--- src/rtl/shift_left_iter_if.sv ---
// Request/result handshake bundle for shift_left_iter.
// The o_overflow signal only exists when SHL_OVF_EN is defined.
interface shift_left_iter_if #(
  parameter int WIDTH = 32
);
  logic             i_valid;
  logic             o_ready;
  logic [WIDTH-1:0] i_data;
  logic [31:0]      i_shamt;
  logic             o_valid;
  logic             i_ready;
  logic [WIDTH-1:0] o_data;
`ifdef SHL_OVF_EN
  logic             o_overflow;
`endif

`ifdef SHL_OVF_EN
  modport master (
    output i_valid, i_data, i_shamt, i_ready,
    input  o_ready, o_valid, o_data, o_overflow
  );
  modport slave (
    input  i_valid, i_data, i_shamt, i_ready,
    output o_ready, o_valid, o_data, o_overflow
  );
`else
  modport master (
    output i_valid, i_data, i_shamt, i_ready,
    input  o_ready, o_valid, o_data
  );
  modport slave (
    input  i_valid, i_data, i_shamt, i_ready,
    output o_ready, o_valid, o_data
  );
`endif
endinterface

--- src/rtl/shift_left_iter.sv ---
// Multi-cycle logical left shifter: shifts up to STEP positions per clock.
// Optional feature macro: SHL_OVF_EN adds the ovf register and o_overflow,
// flagging any 1 bit shifted out past the MSB.
module shift_left_iter #(
  parameter int WIDTH = 32,
  parameter int STEP  = 4
) (
  input  logic              i_clk,
  input  logic              i_rst_n,
  shift_left_iter_if.slave  bus
);

  // One extra bit so the remaining count can hold WIDTH itself.
  localparam int               REM_W   = $clog2(WIDTH) + 1;
  localparam logic [REM_W-1:0] WIDTH_R = REM_W'(WIDTH);
  localparam logic [REM_W-1:0] STEP_R  = REM_W'(STEP);

  typedef enum logic [1:0] {IDLE, SHIFT, DONE} state_t;

  state_t           state_q, state_d;
  logic [WIDTH-1:0] data_q, data_d;
  logic [REM_W-1:0] rem_q, rem_d;
  logic [REM_W-1:0] amt;
  logic [REM_W-1:0] n;
`ifdef SHL_OVF_EN
  logic             ovf_q, ovf_d;
  logic [2*WIDTH-1:0] ext;
`endif

  // Any upper amount bit set means "shift everything out", so clamp to WIDTH.
  always_comb begin
    amt = (bus.i_shamt >= 32'(WIDTH)) ? WIDTH_R : bus.i_shamt[REM_W-1:0];
  end

  // Datapath: load on accept, then peel off min(rem, STEP) positions per cycle.
  always_comb begin
    data_d = data_q;
    rem_d  = rem_q;
    n      = '0;
`ifdef SHL_OVF_EN
    ovf_d  = ovf_q;
    ext    = '0;
`endif
    case (state_q)
      IDLE: begin
        if (bus.i_valid) begin
          data_d = bus.i_data;
          rem_d  = amt;
`ifdef SHL_OVF_EN
          ovf_d  = 1'b0;
`endif
        end
      end
      SHIFT: begin
        n     = (rem_q < STEP_R) ? rem_q : STEP_R;
        rem_d = rem_q - n;
`ifdef SHL_OVF_EN
        // Upper half of the widened shift collects the bits leaving the MSB.
        ext    = {{WIDTH{1'b0}}, data_q} << n;
        data_d = ext[WIDTH-1:0];
        ovf_d  = ovf_q | (|ext[2*WIDTH-1:WIDTH]);
`else
        data_d = data_q << n;
`endif
      end
      default: begin
      end
    endcase
  end

  // Next-state logic; SHIFT finishes when this cycle consumes the remainder.
  always_comb begin
    state_d = state_q;
    case (state_q)
      IDLE:    if (bus.i_valid) state_d = (amt == '0) ? DONE : SHIFT;
      SHIFT:   if (rem_q <= STEP_R) state_d = DONE;
      DONE:    if (bus.i_ready) state_d = IDLE;
      default: state_d = IDLE;
    endcase
  end

  // State and working registers with synchronous active-low reset.
  always_ff @(posedge i_clk) begin
    if (!i_rst_n) begin
      state_q <= IDLE;
      data_q  <= '0;
      rem_q   <= '0;
`ifdef SHL_OVF_EN
      ovf_q   <= 1'b0;
`endif
    end else begin
      state_q <= state_d;
      data_q  <= data_d;
      rem_q   <= rem_d;
`ifdef SHL_OVF_EN
      ovf_q   <= ovf_d;
`endif
    end
  end

  // Outputs decode registered state only; no input-to-output path.
  always_comb begin
    bus.o_ready    = (state_q == IDLE);
    bus.o_valid    = (state_q == DONE);
    bus.o_data     = data_q;
`ifdef SHL_OVF_EN
    bus.o_overflow = ovf_q;
`endif
  end

endmodule

--- src/flat_wrapper.sv ---
// flat-port wrapper written by rule: the top's interface ports become plain ports
module shift_left_iter_flat 
#(
  parameter int WIDTH = 32,
  parameter int STEP  = 4
)
  (i_clk, i_rst_n, bus_i_valid, bus_i_data, bus_i_shamt, bus_i_ready, bus_o_ready, bus_o_valid, bus_o_data);
  shift_left_iter_if #(.WIDTH(WIDTH)) bus_i ();
  input  logic i_clk;
  input  logic i_rst_n;
  input wire logic [$bits(bus_i.i_valid)-1:0] bus_i_valid;
  input wire logic [$bits(bus_i.i_data)-1:0] bus_i_data;
  input wire logic [$bits(bus_i.i_shamt)-1:0] bus_i_shamt;
  input wire logic [$bits(bus_i.i_ready)-1:0] bus_i_ready;
  output wire logic [$bits(bus_i.o_ready)-1:0] bus_o_ready;
  output wire logic [$bits(bus_i.o_valid)-1:0] bus_o_valid;
  output wire logic [$bits(bus_i.o_data)-1:0] bus_o_data;
  assign bus_i.i_valid = bus_i_valid;
  assign bus_i.i_data = bus_i_data;
  assign bus_i.i_shamt = bus_i_shamt;
  assign bus_i.i_ready = bus_i_ready;
  assign bus_o_ready = bus_i.o_ready;
  assign bus_o_valid = bus_i.o_valid;
  assign bus_o_data = bus_i.o_data;
  shift_left_iter #(.WIDTH(WIDTH), .STEP(STEP)) u_core (.i_clk(i_clk), .i_rst_n(i_rst_n), .bus(bus_i));
endmodule
--- config.mk ---
export PLATFORM = sky130hd
export DESIGN_NAME = shift_left_iter_flat
export DESIGN_NICKNAME = d
export VERILOG_FILES = /design/src/rtl/shift_left_iter_if.sv /design/src/rtl/shift_left_iter.sv /design/src/flat_wrapper.sv
export SDC_FILE = /design/constraint.sdc
export NUM_CORES = 1
export LEC_CHECK = 0
export ABC_AREA = 1
export CAP_MARGIN = 20
export CORE_ASPECT_RATIO = 0.75
export CORE_MARGIN = 5
export CORE_UTILIZATION = 43
export CTS_CLUSTER_DIAMETER = 120
export CTS_CLUSTER_SIZE = 10
export DETAILED_ROUTE_END_ITERATION = 10
export GPL_TIMING_DRIVEN = 0
export HOLD_SLACK_MARGIN = 0.06
export PLACE_DENSITY = 0.78
export SETUP_SLACK_MARGIN = 0.4
export SLEW_MARGIN = 5
export SYNTH_ARGS = -nofsm -noshare
export SYNTH_HDL_FRONTEND = slang
export SYNTH_SLANG_ARGS = --single-unit
--- constraint.sdc ---
create_clock -name i_clk -period 1.4 [get_ports i_clk]
set_input_delay 0.28 -clock i_clk [delete_from_list [all_inputs] [get_ports i_clk]]
set_output_delay 0.28 -clock i_clk [all_outputs]
set_load 0.02 [all_outputs]
# Word-level counts from Yosys, hierarchy flattened
# Cells that the tools add are included.
[totals]
register_bits = 40
inputBits = 68
out_inout_bits = 34
wordCells = 29
[classes]
addsub = 1
order_cmp = 3
eq_ne = 5
shifts = 1
muxes = 11
reduce_logical = 5
[op_table]
columns = ["op", "count"]
rows = [
  ["32-bit case mux with 2 select lines", 1],
  ["32-bit by 6-bit greater-or-equal comparator with 1-bit output, second input constant", 1],
  ["32-bit two-way mux", 1],
  ["32-bit by 6-bit left shift with 32-bit output", 1],
  ["6-bit two-way mux", 3],
  ["6-bit case mux with 2 select lines", 1],
  ["2-bit two-way mux", 4],
  ["6-bit by 3-bit less-or-equal comparator with 1-bit output, second input constant", 1],
  ["6-bit logical NOT", 1],
  ["6-bit by 3-bit < comparator with 1-bit output, second input constant", 1],
  ["2-bit case mux with 3 select lines", 1],
  ["6-bit subtractor", 1],
  ["2-bit inequality test, second input constant", 2],
  ["3-bit AND reduction", 1],
  ["2-bit by 1-bit == test with 1-bit output, second input constant", 1],
  ["2-bit == test, second input constant", 1],
  ["2-bit logical NOT", 1],
  ["2-bit by 1-bit inequality test with 1-bit output, second input constant", 1],
  ["2-bit AND reduction", 1],
  ["2-bit nonzero test", 1],
]

# Longest topological paths before layout
[logic_depth]
word_depth = 6
mapped_depth = 12
mapped_depth_nobuf = 11

# Worst setup path after synthesis
# No wires, ideal clock.
[synth_path]
path_kind = "reg2reg"
startpoint = "register u_core.rem_q[2]"
endpoint = "register u_core.rem_q[4]"
setup_time_ps = 70
arrival_time_ps = 1369
required_ps = 1330
path_slack_ps = -39
stages_incl_launch_ff = 12
n_path_buf = 0
period_less_slack_ps = 1439
cell_sequence = "dfxtp_1 nor2_4 nand2_8 nand2_1 ha_1 inv_1 nand2_1 nand2_1 nand2_1 a21oi_1 o21ai_0 a21oi_1"
[synth_via]
elab_chain_len = 4
[synth_rtl]
columns = ["item", "line", "source"]
rows = [
  ["from (decl)", "shift_left_iter.sv:22", "logic [REM_W-1:0] rem_q, rem_d;"],
  ["from (signal assigned)", "shift_left_iter.sv:94", "rem_q <= rem_d;"],
  ["6-bit by 3-bit < comparator with 1-bit output", "shift_left_iter.sv:55", "n = (rem_q < STEP_R) ? rem_q : STEP_R;"],
  ["6-bit two-way mux", "shift_left_iter.sv:55", ""],
  ["6-bit subtractor (*)", "shift_left_iter.sv:56", "rem_d = rem_q - n;"],
  ["6-bit case mux with 2 select lines (*)", "shift_left_iter.sv:44", "case (state_q)"],
]
# Mark *: on every way between the ends. The rest lies on a longest branch, timed or not.
# A chain may end at the register's enable or synchronous reset.

# Worst setup path after layout
[layout_path]
startpoint = "register u_core.rem_q[3]"
endpoint = "register u_core.rem_q[4]"
# Same word-level chain as after synthesis.

==> results.py <==
metrics = {
    "synthesis": {
        "syn_area_per_cell_um2": 6.15,
        "synth_top_area_cell": "dfxtp_1",
        "synth_area_leaders": "dfxtp_1, nand2_1, nand3_1",
        "post-synth-top-area-fraction_pct": 24.8,
        "async_flop_share_pct": 0,
        "syn_nets": 595,
        "synth_edf_count": 0,
        "yosys_register_bits": 40,
        "synth_cell_type_count": 32,
        "synth_most_common_cell": "nand2_1",
        "ys_dominant_reg_cell": "dfxtp_1",
        "yosysSeqAreaShare_pct": 24.8,
        "syn_area_um2": 3230,
        "syn-instance-count": 526,
        "yosys_warnings": 0,
        "synth_common_cells": "nand2_1, nand3_1, inv_1",
    },
    "placement": {
        "portBuffers": 101,
        "gp_congestion": 0.928,
        "dpl.cell_count": 728,
        "hpwl_um": 9660,
    },
    "timing": {
        "fin_crit_ns": 1.67,
        "setup_violations": 36,
        "fmax_mhz": 600,
        "rsz0062_at_grt": "true",
        "slew_viol_final": 0,
        "hold_violations": 0,
        "fin_crit_sh_pct": 119,
        "layout_setup_ws_ns": -0.266,
        "finalClockSkew_ns": 0.00557,
    },
    "clocking": {
        "cts_hold_buffers": 0,
        "tritoncts": "done",
        "ctsRootBufferMaster": "clkbuf_8",
        "clock_latency_ns": 0.29,
        "numCtsBuffers": 5,
        "cts_sinks": 40,
        "cts_buffer_depth": 2,
        "h-tree-depth": 2,
        "clk_pin_slew_ns": 0.08,
    },
    "critical_path": {
        "cp_cell_sequence": "nor2_4 > nand2_8 > nand2_1 > ha_1 > inv_1 > nand2_1 > nand2_1 > nand2_1 > a21oi_1 > o21ai_0 > a21oi_1",
        "crit_path_top_delay_cell": "dfxtp_2",
        "critPathKind": "reg -> reg",
        "start_kind": "flip-flop",
        "cpMostUsedCell": "nand2_1",
        "max_stage_delay_ns": 0.38,
        "crit_path_max_fanout": 8,
        "required_ns": 1.61,
        "crit_path_end_kind": "flip-flop",
        "cp.arrival_ns": 1.88,
    },
    "job": {
        "drv_cap": 0,
    },
    "cells_and_area": {
        "regArea_um2": 875,
        "antennaDiodeCount": 0,
        "nets": 748,
        "multiInputGateArea_um2": 2180,
        "drive_gt1_share_pct": 32.4,
        "fin_cells": 781,
        "finalCoreUtilization_pct": 71.9,
        "syn2layout_area_growth_pct": 63.1,
        "fillCellCount": 624,
    },
    "status": {
        "status": "finished, violations left",
        "failed_checks": "setup timing",
    },
    "routing": {
        "postRouteAntennaNets": 0,
        "drc": 0,
        "viasPerCell": 5.70,
        "drtPass1Iterations": 6,
        "wl_per_cell_um": 17.7,
        "num_vias": 4450,
        "drtIter0Drc": 465,
        "routed_wl_um": 13900,
    },
    "power_and_ir_drop": {
        "p_total_uw": 6580,
        "p_leak_uw": 0.00238,
        "powerDensity_nw_per_um2": 1250,
        "ir_drop_mv": 0.768,
    },
    "floorplan": {
        "initial_core_util_pct": 44.1,
        "die_area_um2": 9370,
        "core_area_um2": 7330,
        "die_w_um": 110,
        "die_height_um": 85.1,
        "io_pins": 102,
        "rows": 27,
    },
    "hold_path": {
        "hold_path_class": "in -> reg",
    },
    "global_routing": {
        "grt_max_degree": 12,
        "track_usage_pct": 28.9,
        "antenna_found_initial": 0,
        "grt_first_pass_wirelength_um": 21400,
        "first_global_vias": 4309,
        "grt_overflow_total": 0,
    },
}
[registers in the layout (all words and copies together) (netlist names)]
| register | flops |
|---|---|
| u_core.rem_q | 6 |
| u_core.bus.o_data | 32 |
| u_core.state_q | 2 |
[through the flow]
step | setup slack [ns] | setup TNS [ns] | cell area (um2) | hold WS [ns]
floorplan | 0.0103 | 0 | 3350 | 0.418
global placement | -0.591 | -16.85 | 4480 | 0.485
detailed placement | -0.582 | -17.33 | 4480 | 0.488
CTS | -0.179 | -4.17 | 5040 | 0.502
global route | -0.377 | -9.68 | 5270 | 0.498
finish | -0.266 | -6.19 | 5270 | 0.483
[area by class of cell]
| class | count | share of cell area, % |
|---|---|---|
| buffer | 27 | 5.36 |
| sequential | 40 | 16.6 |
| inverter | 66 | 5.36 |
| multi-input combinational | 393 | 41.3 |
| clock buffer | 8 | 1.71 |
| timing repair buffer | 146 | 27.3 |
| tap | 101 | 2.40 |
[path summary, 6_finish.rpt]
kind	startpoint	to	slack [ns]	cells after the start
max reg2reg	u_core.rem_q[3]	u_core.rem_q[4]	-0.27	11
min reg2reg	u_core.rem_q[2]	u_core.rem_q[2]	0.51	2
min	bus_i_shamt[7]	u_core.rem_q[3]	0.48	6
max	u_core.rem_q[3]	u_core.rem_q[4]	-0.27	11
[layer usage]
layer | GRT usage (%) | part of all wire (%) | vias to the layer above | wire [um]
li1 | - | - | 2075 | -
met2 | 43.9 | 45 | 275 | 6180
met4 | 8.05 | 1.5 | 0 | 201
met1 | 41.2 | 43 | 2072 | 6010
met5 | 0 | 0 | - | 0
met3 | 6.16 | 11 | 28 | 1480
[power by group]
group | switching (uW) | total (uW) | internal (uW)
clock network | 438 | 841 | 404
registers | 284 | 1720 | 1440
logic | 2230 | 4020 | 1790
total | 2950 | 6580 | 3630
[worst max-delay path, delay by kind of cell (launching register included)]
kind                     cells  cell delay (ns)
AND/OR/NAND/NOR              6             0.52
AO/OA/AOI/OAI                3             0.42
flip-flops                   1             0.38
adder cells (fa/ha/maj)      1             0.21
buffers and inverters        1             0.05
[repair_timing]
item | CTS | global route
buffers inserted | 33 | 11
setup endpoints to repair | 74 | 74
gates resized for setup | 307 | 42
cloned | 1 | 0
pin swaps | 33 | 19
[cells in the final DEF (no fill, tap or decap), types with 8 or more instances in the layout]
master / count
o21ai_0: 27
clkdlybuf4s50_1: 41
dlygate4sd2_1: 24
a21oi_1: 46
inv_1: 53
o211ai_1: 22
buf_8: 9
nand2_2: 14
dfxtp_2: 29
dfxtp_4: 10
buf_4: 34
buf_6: 53
nand2_1: 108
nor2_1: 25
o21ai_1: 8
nand3_1: 79
[logic make-up after synthesis]
family	synth area share, %
flops	24.8
xor+xnor	0.271
fa+ha+maj	0.387
buf+inv	13.3
simple gates	37.3
other cells	0.116
compound gates	23.9
Note: power is estimated with default switching activity, not from simulation.
